--- config.mk ---
export PLATFORM = sky130hd
export DESIGN_NAME = branch_pred_tracker_flat
export DESIGN_NICKNAME = d
export VERILOG_FILES = /design/src/rtl/br_pkg.sv /design/src/rtl/branch_pred_tracker_if.sv /design/src/rtl/br_meta_fifo.sv /design/src/rtl/branch_pred_tracker.sv /design/src/flat_wrapper.sv
export SDC_FILE = /design/constraint.sdc
export NUM_CORES = 1
export LEC_CHECK = 0
export CORE_ASPECT_RATIO = 0.75
export CORE_MARGIN = 5
export CORE_UTILIZATION = 30
export DETAILED_ROUTE_END_ITERATION = 16
export PLACE_DENSITY_LB_ADDON = 0.25
export SLEW_MARGIN = 20
export SYNTH_ARGS = -nofsm -noshare
export SYNTH_HDL_FRONTEND = slang
export SYNTH_SLANG_ARGS = --single-unit
--- constraint.sdc ---
create_clock -name clk -period 6.8 [get_ports clk]
set_input_delay 1.36 -clock clk [delete_from_list [all_inputs] [get_ports clk]]
set_output_delay 1.36 -clock clk [all_outputs]
set_load 0.02 [all_outputs]
--- src/rtl/br_pkg.sv ---
// Shared types for the branch prediction tracker: branch opcode and per-branch metadata.
package br_pkg;

  localparam logic [6:0] OP_BR = 7'b1100011;

  typedef struct packed {
    logic [31:0] pc;
    logic        predict_dir;
    logic        lc_dir;
    logic        gl_dir;
  } br_meta_t;

endpackage

--- src/rtl/branch_pred_tracker_if.sv ---
// Fetch, resolve and predictor-update signals of the tracker.
// BR_TRACK_STATS_EN adds the br_count / mispred_count counters.
interface branch_pred_tracker_if;

  logic        stall;
  logic        if_valid;
  logic [31:0] if_pc;
  logic [6:0]  if_opcode;
  logic        if_predict_dir;
  logic        if_lc_dir;
  logic        if_gl_dir;
  logic        full;
  logic        res_valid;
  logic [31:0] res_pc;
  logic        res_br_en;
  logic        ex_mem_br_en;
  logic [31:0] ex_mem_pc;
  logic [6:0]  ex_mem_opcode;
  logic        ex_mem_lc_dir;
  logic        ex_mem_gl_dir;
  logic        mispredict;
  logic        tag_err;
`ifdef BR_TRACK_STATS_EN
  logic [31:0] br_count;
  logic [31:0] mispred_count;
`endif

  modport master (
`ifdef BR_TRACK_STATS_EN
    input  br_count, mispred_count,
`endif
    output stall, if_valid, if_pc, if_opcode, if_predict_dir, if_lc_dir, if_gl_dir,
    output res_valid, res_pc, res_br_en,
    input  full, ex_mem_br_en, ex_mem_pc, ex_mem_opcode, ex_mem_lc_dir, ex_mem_gl_dir,
    input  mispredict, tag_err
  );

  modport slave (
`ifdef BR_TRACK_STATS_EN
    output br_count, mispred_count,
`endif
    input  stall, if_valid, if_pc, if_opcode, if_predict_dir, if_lc_dir, if_gl_dir,
    input  res_valid, res_pc, res_br_en,
    output full, ex_mem_br_en, ex_mem_pc, ex_mem_opcode, ex_mem_lc_dir, ex_mem_gl_dir,
    output mispredict, tag_err
  );

endinterface

--- src/rtl/br_meta_fifo.sv ---
// Circular buffer of in-flight branch metadata with push/pop and a flush that empties it.
module br_meta_fifo
  import br_pkg::*;
#(
  parameter int unsigned DEPTH = 4
) (
  input  logic     clk,
  input  logic     rst,
  input  logic     push_i,
  input  logic     pop_i,
  input  logic     flush_i,
  input  br_meta_t wdata_i,
  output br_meta_t head_o,
  output logic     full_o,
  output logic     empty_o
);

  localparam int unsigned PTR_W = $clog2(DEPTH);
  localparam int unsigned CNT_W = PTR_W + 1;

  br_meta_t             mem_q [DEPTH];
  logic [PTR_W-1:0]     wr_ptr_q, wr_ptr_d;
  logic [PTR_W-1:0]     rd_ptr_q, rd_ptr_d;
  logic [CNT_W-1:0]     count_q, count_d;

  always_comb begin
    wr_ptr_d = wr_ptr_q;
    rd_ptr_d = rd_ptr_q;
    count_d  = count_q;
    if (flush_i) begin
      wr_ptr_d = '0;
      rd_ptr_d = '0;
      count_d  = '0;
    end else begin
      if (push_i) wr_ptr_d = wr_ptr_q + PTR_W'(1);
      if (pop_i)  rd_ptr_d = rd_ptr_q + PTR_W'(1);
      case ({push_i, pop_i})
        2'b10:   count_d = count_q + CNT_W'(1);
        2'b01:   count_d = count_q - CNT_W'(1);
        default: count_d = count_q;
      endcase
    end
  end

  always_ff @(posedge clk) begin
    if (!rst) begin
      wr_ptr_q <= '0;
      rd_ptr_q <= '0;
      count_q  <= '0;
    end else begin
      wr_ptr_q <= wr_ptr_d;
      rd_ptr_q <= rd_ptr_d;
      count_q  <= count_d;
    end
  end

  // Entry storage needs no reset: only slots counted as occupied are ever read.
  always_ff @(posedge clk) begin
    if (push_i && !flush_i) mem_q[wr_ptr_q] <= wdata_i;
  end

  assign head_o  = mem_q[rd_ptr_q];
  assign full_o  = (count_q == CNT_W'(DEPTH));
  assign empty_o = (count_q == '0);

endmodule

--- src/rtl/branch_pred_tracker.sv ---
// Tracks in-flight branch predictions and issues predictor updates, mispredict flush and tag errors.
// BR_TRACK_STATS_EN adds saturating update / mispredict counters.
module branch_pred_tracker
  import br_pkg::*;
#(
  parameter int unsigned DEPTH = 4
) (
  input  logic                  clk,
  input  logic                  rst,
  branch_pred_tracker_if.slave  bus
);

  br_meta_t    head;
  br_meta_t    wdata;
  logic        fifo_full, fifo_empty;
  logic        push, pop, mis;

  logic [6:0]  opcode_q, opcode_d;
  logic        br_en_q, br_en_d;
  logic [31:0] pc_q, pc_d;
  logic        lc_q, lc_d;
  logic        gl_q, gl_d;
  logic        mis_q, mis_d;
  logic        tag_q, tag_d;

  // A mispredicting pop flushes the queue and drops any same-cycle (wrong-path) push.
  always_comb begin
    pop   = bus.res_valid & ~bus.stall & ~fifo_empty;
    mis   = pop & (head.predict_dir != bus.res_br_en);
    push  = bus.if_valid & ~bus.stall & (bus.if_opcode == OP_BR) & (~fifo_full | pop) & ~mis;
    wdata = '{pc: bus.if_pc, predict_dir: bus.if_predict_dir,
              lc_dir: bus.if_lc_dir, gl_dir: bus.if_gl_dir};
  end

  br_meta_fifo #(.DEPTH(DEPTH)) u_fifo (
    .clk     (clk),
    .rst     (rst),
    .push_i  (push),
    .pop_i   (pop),
    .flush_i (mis),
    .wdata_i (wdata),
    .head_o  (head),
    .full_o  (fifo_full),
    .empty_o (fifo_empty)
  );

  always_comb begin
    opcode_d = '0;
    br_en_d  = br_en_q;
    pc_d     = pc_q;
    lc_d     = lc_q;
    gl_d     = gl_q;
    mis_d    = mis;
    tag_d    = (bus.res_valid & ~bus.stall & fifo_empty) | (pop & (bus.res_pc != head.pc));
    if (pop) begin
      opcode_d = OP_BR;
      br_en_d  = bus.res_br_en;
      pc_d     = head.pc;
      lc_d     = head.lc_dir;
      gl_d     = head.gl_dir;
    end
  end

  always_ff @(posedge clk) begin
    if (!rst) begin
      opcode_q <= '0;
      br_en_q  <= 1'b0;
      pc_q     <= '0;
      lc_q     <= 1'b0;
      gl_q     <= 1'b0;
      mis_q    <= 1'b0;
      tag_q    <= 1'b0;
    end else begin
      opcode_q <= opcode_d;
      br_en_q  <= br_en_d;
      pc_q     <= pc_d;
      lc_q     <= lc_d;
      gl_q     <= gl_d;
      mis_q    <= mis_d;
      tag_q    <= tag_d;
    end
  end

  assign bus.full          = fifo_full;
  assign bus.ex_mem_opcode = opcode_q;
  assign bus.ex_mem_br_en  = br_en_q;
  assign bus.ex_mem_pc     = pc_q;
  assign bus.ex_mem_lc_dir = lc_q;
  assign bus.ex_mem_gl_dir = gl_q;
  assign bus.mispredict    = mis_q;
  assign bus.tag_err       = tag_q;

`ifdef BR_TRACK_STATS_EN
  logic [31:0] br_cnt_q, br_cnt_d;
  logic [31:0] mis_cnt_q, mis_cnt_d;

  // Counters advance with the update they describe and stick at all-ones.
  always_comb begin
    br_cnt_d  = br_cnt_q;
    mis_cnt_d = mis_cnt_q;
    if (pop && (br_cnt_q != '1))  br_cnt_d  = br_cnt_q + 32'd1;
    if (mis && (mis_cnt_q != '1)) mis_cnt_d = mis_cnt_q + 32'd1;
  end

  always_ff @(posedge clk) begin
    if (!rst) begin
      br_cnt_q  <= '0;
      mis_cnt_q <= '0;
    end else begin
      br_cnt_q  <= br_cnt_d;
      mis_cnt_q <= mis_cnt_d;
    end
  end

  assign bus.br_count      = br_cnt_q;
  assign bus.mispred_count = mis_cnt_q;
`endif

endmodule

--- src/flat_wrapper.sv ---
// flat-port wrapper written by rule: the top's interface ports become plain ports
module branch_pred_tracker_flat import br_pkg::*;
#(
  parameter int unsigned DEPTH = 4
)
  (clk, rst, bus_stall, bus_if_valid, bus_if_pc, bus_if_opcode, bus_if_predict_dir, bus_if_lc_dir, bus_if_gl_dir, bus_res_valid, bus_res_pc, bus_res_br_en, bus_full, bus_ex_mem_br_en, bus_ex_mem_pc, bus_ex_mem_opcode, bus_ex_mem_lc_dir, bus_ex_mem_gl_dir, bus_mispredict, bus_tag_err);
  branch_pred_tracker_if bus_i ();
  input  logic clk;
  input  logic rst;
  input wire logic [$bits(bus_i.stall)-1:0] bus_stall;
  input wire logic [$bits(bus_i.if_valid)-1:0] bus_if_valid;
  input wire logic [$bits(bus_i.if_pc)-1:0] bus_if_pc;
  input wire logic [$bits(bus_i.if_opcode)-1:0] bus_if_opcode;
  input wire logic [$bits(bus_i.if_predict_dir)-1:0] bus_if_predict_dir;
  input wire logic [$bits(bus_i.if_lc_dir)-1:0] bus_if_lc_dir;
  input wire logic [$bits(bus_i.if_gl_dir)-1:0] bus_if_gl_dir;
  input wire logic [$bits(bus_i.res_valid)-1:0] bus_res_valid;
  input wire logic [$bits(bus_i.res_pc)-1:0] bus_res_pc;
  input wire logic [$bits(bus_i.res_br_en)-1:0] bus_res_br_en;
  output wire logic [$bits(bus_i.full)-1:0] bus_full;
  output wire logic [$bits(bus_i.ex_mem_br_en)-1:0] bus_ex_mem_br_en;
  output wire logic [$bits(bus_i.ex_mem_pc)-1:0] bus_ex_mem_pc;
  output wire logic [$bits(bus_i.ex_mem_opcode)-1:0] bus_ex_mem_opcode;
  output wire logic [$bits(bus_i.ex_mem_lc_dir)-1:0] bus_ex_mem_lc_dir;
  output wire logic [$bits(bus_i.ex_mem_gl_dir)-1:0] bus_ex_mem_gl_dir;
  output wire logic [$bits(bus_i.mispredict)-1:0] bus_mispredict;
  output wire logic [$bits(bus_i.tag_err)-1:0] bus_tag_err;
  assign bus_i.stall = bus_stall;
  assign bus_i.if_valid = bus_if_valid;
  assign bus_i.if_pc = bus_if_pc;
  assign bus_i.if_opcode = bus_if_opcode;
  assign bus_i.if_predict_dir = bus_if_predict_dir;
  assign bus_i.if_lc_dir = bus_if_lc_dir;
  assign bus_i.if_gl_dir = bus_if_gl_dir;
  assign bus_i.res_valid = bus_res_valid;
  assign bus_i.res_pc = bus_res_pc;
  assign bus_i.res_br_en = bus_res_br_en;
  assign bus_full = bus_i.full;
  assign bus_ex_mem_br_en = bus_i.ex_mem_br_en;
  assign bus_ex_mem_pc = bus_i.ex_mem_pc;
  assign bus_ex_mem_opcode = bus_i.ex_mem_opcode;
  assign bus_ex_mem_lc_dir = bus_i.ex_mem_lc_dir;
  assign bus_ex_mem_gl_dir = bus_i.ex_mem_gl_dir;
  assign bus_mispredict = bus_i.mispredict;
  assign bus_tag_err = bus_i.tag_err;
  branch_pred_tracker #(.DEPTH(DEPTH)) u_core (.clk(clk), .rst(rst), .bus(bus_i));
endmodule
* Word level (Yosys, flattened, before mapping)
Memory sizes are Yosys's and may differ from the RTL's. A register that Yosys moved wholly into a read port is not among the register bits. Cells that the tools add are included. W data, S select, Z words.
Word-level totals: memories 1, output and inout bits 45, register bits 51, bits of input ports 80, RAM bits 140
Memories:
- u_core.u_fifo.mem_q | words 4, bits a word 35, read ports 1, clocked after memory_dff 1, wr ports 1, RTL line br_meta_fifo.sv:21 | br_meta_t mem_q [DEPTH];
Cells by class: bitwise logic cells 16, $add $sub $neg 4, multiplexer cells 6, reduce and logical (&&, ||, !) cells 5, eq/ne operators 6
Operators with widths (count):
- $ne A32 B32 Y1 | 1
- $and A1 B1 Y1 | 9
- $eq A7 B7 Y1 const B | 1
- $mux W7 | 1
- $pmux W3 S2 | 1
- $not A1 Y1 | 5
- $add A2 B1 Y2 const B | 2
- $mux W2 | 2
- $add A3 B1 Y3 const B | 1
- $eq A3 B3 Y1 const B | 1
- $logic_not A3 Y1 | 1
- $sub A3 B1 Y3 const B | 1
- $eq A2 B1 Y1 const B | 1
- $eq A2 B2 Y1 const B | 1
- $mux W1 | 2
- $or A1 B1 Y1 | 2
- $reduce_bool A2 Y1 | 1
- $reduce_or A2 Y1 | 1
- $logic_and A1 B1 Y1 | 1
- $logic_not A1 Y1 | 1
- $ne A1 B1 Y1 | 1

* Logic depth before layout (Yosys ltp)
depth after elaboration 9, depth in mapped cells 13, mapped depth without buffers 12

* Hierarchy
Synthesis repeated with hierarchy kept, for this count alone.
Unflattened totals: cell total of the unflattened synthesis 447, area, all modules 7368.3 µm²
Modules (own cells, without submodules):
- br_meta_fifo | cells each 232, area each 5546.6 µm², sequential area each 4384.2 µm², instances 1
- branch_pred_tracker | cells each 215, area each 1821.7 µm², sequential area each 760.7 µm², instances 1

* Worst setup path after synthesis
OpenSTA, ideal clock, no wires.
kind in2reg, start input bus_res_valid, end memory u_core.u_fifo.mem_q[0][0] (netlist bit), enable pin, data required time 6405 ps, setup time 395 ps, stages on the path 6, path buffers 1, arrival time 3190 ps, slack 3214 ps, cell sequence nor2b_1 nand2_1 clkbuf_1 nor2_1 nor4_2 and2_1
Between the ends: word-level cells in the longest chain between the ends 8, elaborated cells between the ends (all ways) 11, classes of those cells mux (2); bitwise (7); reduce/logical (2)
RTL lines:
- from (decl) | RTL line flat_wrapper.sv:17 | input wire logic [$bits(bus_i.res_valid)-1:0] bus_res_valid;
- $and A1 B1 Y1 (*) (2 in a row) | RTL line branch_pred_tracker.sv:28 | pop = bus.res_valid & ~bus.stall & ~fifo_empty;
- $or A1 B1 Y1 or $and A1 B1 Y1 (tied branches) | RTL line branch_pred_tracker.sv:30, branch_pred_tracker.sv:29
- $and A1 B1 Y1 or $not A1 Y1 (tied branches) | RTL line branch_pred_tracker.sv:30 | push = bus.if_valid & ~bus.stall & (bus.if_opcode == OP_BR) & (~fifo_full | pop) & ~mis;
- $and A1 B1 Y1 | RTL line branch_pred_tracker.sv:30
- $logic_and A1 B1 Y1 (*) | RTL line br_meta_fifo.sv:59 | if (push_i && !flush_i) mem_q[wr_ptr_q] <= wdata_i;
- $mux W1 (*) | RTL line br_meta_fifo.sv:59
- $mux W1 (implied by the code) (*) | RTL line br_meta_fifo.sv:59
- to (decl) | RTL line br_meta_fifo.sv:21
Every way passes the cells marked *; elsewhere a longest branch is shown, timed or not.

* Worst setup path in the final report
start input bus_res_valid, end memory u_core.u_fifo.mem_q[0][26] (netlist bit), enable pin
The elaborated chain is that of the path after synthesis.

==> flow_summary_export.csv <==
group,metric,value,unit
sta,finClkSkew,20.7,ps
sta,setup_viol,0,
cts,clk_pin_slew,60,ps
pwr,power_leakage,2.95,nW
routing,via_per_inst,4.43,
floorplanning,die-area,28000,µm²
synth,ys_warn_count,0,
grt,grt.total_usage,0.126,
final_layout,fillers,2284,
critical_path,worst-path-stages,7,
place,hpwlAfterDp,11900,µm
synth,netlist_instances,472,
final_layout,regArea,5150,µm²
critical_path,critical-path-max-stage-delay,880,ps
place,post-place-ws,2430,ps
critical_path,cp-end-kind,"flip-flop",
sta,fmax,259,MHz
worst_hold_path,hp-class,"flip-flop to flip-flop",
cts,cts_buffer_depth,2,
grt,grt_pass1_vias,4395,
place,io_buffers,121,
grt,grt_start_max_net_pins,40,
pwr,power_density,237,nW/µm²
critical_path,crit_required,6840,ps
routing,dr.pass1.iters,5,
sta,fin_crit_sh,0.568,
sta,hold_violations,0,
place,finalWeightedCongestion,0.727,
cts,cts_hold_buf,0,
routing,drt_iter0_drc,265,
pwr,switching_share,0.190,
routing,ant_nets,0,
synth,ys_seq_area_frac,0.695,
pwr,power,2.25,mW
cts,cts.sinks,187,
sta,tightest_slew,1000,ps
pwr,ir_worst_vdd,0.157,mV
floorplanning,io_pins,125,
routing,vias,4144,
critical_path,crit_type,"input port to flip-flop",
sta,fin_tns_setup,0,ps
critical_path,reg2reg_depth,5,
floorplanning,die_x,191,µm
status,status,"finished clean",
final_layout,syn2layout_area_growth,28.5,%
pwr,pwr-share-seq,0.544,
cts,root_buffer,"clkbuf_16",
pwr,p_int,1.82,mW
critical_path,path_buf_inv,2,
sta,hold_ws,462,ps
critical_path,cp_max_fo,38,
final_layout,n_antenna_cell,0,
cts,insertion_delay,430,ps
final_layout,nets,678,
final_layout,multi_input_area,2100,µm²
floorplanning,row_count,49,
synth,avgSynthCellArea,15.7,µm²
worst_hold_path,hold_path_depth,2,
routing,routed_wl,17400,µm
sta,setup_ws,2940,ps
sta,slew_viol_final,0,
critical_path,critical_path.slowest_cell,"and2_2",
critical_path,cp_cell_sequence,"clkdlybuf4s50_1 -> nor2b_1 -> nand2_1 -> buf_4 -> nor2_1 -> nor4_2 -> and2_2",
synth,ys_seq_elements,187,
critical_path,cp_top_family,"simple AND/OR/NAND/NOR gates",
sta,rsz0062_at_grt,"no",
cts,cts_made_buffers,17,
sta,maxSlewHeadroom,0.334,
synth,syn_area,7400,µm²
grt,grt_first_pass_wirelength,26300,µm
routing,post_drt_wl_per_cell,18.6,µm
sta,min_period,3860,ps
pwr,switchingPower,428,µW
flow_run,maxCapViolations,0,
critical_path,critPathArrivalTime,3900,ps
grt,overflow,0,
floorplanning,start_util,0.307,
final_layout,drive_above_1_share,0.117,
cts,cts_resized,0,
floorplanning,fp.dieH,146,µm
routing,post-route-drc-count,0,
synth,synth.distinct_cells,39,
grt,antenna_found_initial,0,
pwr,power_frac_comb,0.037,
cts,cts_tree,"built",
pwr,clkPwrFrac,0.418,
critical_path,startpoint_type,"input port",
floorplanning,core_area,24200,µm²
cts,cts_setup_buffers,0,
cts,h-tree-depth,4,
## flip-flops by register name (all words and copies together) (netlist names), named ones only
signal,flops
u_core.u_fifo.count_q,3
u_core.bus.mispredict,1
u_core.bus.tag_err,1
u_core.bus.ex_mem_opcode,1
u_core.bus.ex_mem_lc_dir,1
u_core.bus.ex_mem_pc,32
u_core.u_fifo.wr_ptr_q,2
u_core.bus.ex_mem_br_en,1
u_core.u_fifo.mem_q,140
u_core.bus.ex_mem_gl_dir,1
u_core.u_fifo.rd_ptr_q,2
## worst min-delay path: stages (launching register included)
cell and delay, ps:
dfxtp_1 310, nand2_1 50, a21boi_0 60
## layout by cell type, fill, tap and decap left out, types with 3 or more instances in the layout
| cell type | n |
|---|---|
| ha_1 | 5 |
| xor2_1 | 12 |
| clkbuf_8 | 6 |
| nor2_1 | 13 |
| xnor2_1 | 25 |
| nand2_1 | 71 |
| nor2b_1 | 5 |
| clkbuf_1 | 3 |
| nand4_1 | 6 |
| nand3_1 | 4 |
| buf_4 | 5 |
| and2_2 | 4 |
| mux2i_1 | 11 |
| conb_1 | 3 |
| dfxtp_1 | 45 |
| clkdlybuf4s50_1 | 121 |
| and2_1 | 3 |
| a21boi_0 | 33 |
| nor4_1 | 3 |
| mux4_2 | 30 |
| edfxtp_1 | 140 |
| nand2b_1 | 3 |
| inv_1 | 8 |
| clkbuf_16 | 18 |
| clkinv_2 | 3 |
## area by class of cell
class                      instances  share of cell area
timing repair buffer             126               0.131
tap                              331              0.0435
sequential                       187               0.541
clock inverter                     5             0.00302
inverter                           8             0.00316
multi-input combinational        252               0.221
clock buffer                      27              0.0572
## metrics by stage
| step | std cells | util | cell area, µm² |
|---|---|---|---|
| 6_report | 936 | 0.394 | 9510 |
| 5_1_grt | 936 | 0.394 | 9510 |
| 4_1_cts | 936 | 0.394 | 9510 |
| 3_5_place_dp | 904 | 0.370 | 8940 |
| 3_3_place_gp | 904 | 0.370 | 8940 |
| 2_1_floorplan | 474 | - | 7410 |
## power by group through the flow
stage                     logic [mW]  clock network (mW)  registers, mW
after floorplan               0.0190                   0           1.25
after global placement        0.0828                   0           1.25
after detailed placement      0.0852                   0           1.25
after CTS                     0.0856               0.968           1.22
after global routing          0.0902                1.02           1.22
final                         0.0843               0.942           1.22
## path summary, 6_finish.rpt
check	from	end	slack, ps
worst max-delay path	bus_res_valid	u_core.u_fifo.mem_q[0][26]$_DFFE_PP_	2940
worst min register to register	u_core.bus.ex_mem_lc_dir$_SDFFE_PN0P_	u_core.bus.ex_mem_lc_dir$_SDFFE_PN0P_	460
worst max register to register	flip-flop	u_core.u_fifo.mem_q[0][26]$_DFFE_PP_	3270
worst min-delay path	u_core.bus.ex_mem_lc_dir$_SDFFE_PN0P_	u_core.bus.ex_mem_lc_dir$_SDFFE_PN0P_	460
## routing by layer
metal	up-vias	wire, µm	part of all wire	GRT usage
li1	1974	-	-	-
met3	2	1360	0.078	0.0396
met1	2038	7830	0.45	0.177
met4	0	46	0.0026	0.0258
met2	130	8130	0.47	0.194
met5	-	0	0	0
## cells in the mapped netlist
master     count  area share
a21boi_0      33       0.033
xor2_1        12       0.014
nand2_1       71       0.036
or4_1          1      0.0010
nor4_2         1      0.0017
xnor2_1       25       0.030
and3_1         2      0.0017
or3_1          2      0.0017
buf_1          1     0.00051
edfxtp_1     140        0.57
nand3b_1       1      0.0010
fa_1           1      0.0027
nor4_1         3      0.0025
nor2_1        13      0.0066
nand2b_1       3      0.0025
inv_1          8      0.0041
clkbuf_1      13      0.0066
buf_4          7      0.0071
mux4_1         1      0.0035
mux4_2        30       0.091
o221ai_1       1      0.0012
nor2b_1        5      0.0042
nor4b_1        1      0.0012
o2bb2ai_1      1      0.0012
o22ai_1        2      0.0017
nand3_1        4      0.0027
a21oi_1        2      0.0014
buf_2          5      0.0034
o21ai_0        1     0.00068
dfxtp_1       47        0.13
o21ai_1        1     0.00068
nand4_1        6      0.0051
ha_1           5      0.0084
a31oi_1        2      0.0017
buf_6          1      0.0015
mux2i_1       11       0.015
conb_1         1     0.00051
and2_1         7      0.0059
o2111ai_1      1      0.0012
## logic make-up (layout without fill, tap and decap cells)
group	count (synthesis)	after routing	synth area share
buffers and inverters	35	166	0.0231
xor gates and xnor gates	37	37	0.0438
other	1	3	0.000506
muxes	42	42	0.110
AOI/OAI and AO/OA	44	44	0.0431
adders and majority gates	6	6	0.0112
DFF	187	187	0.695
and+or+nand+nor	120	120	0.0738
Note: power is estimated with default switching activity, not from simulation.
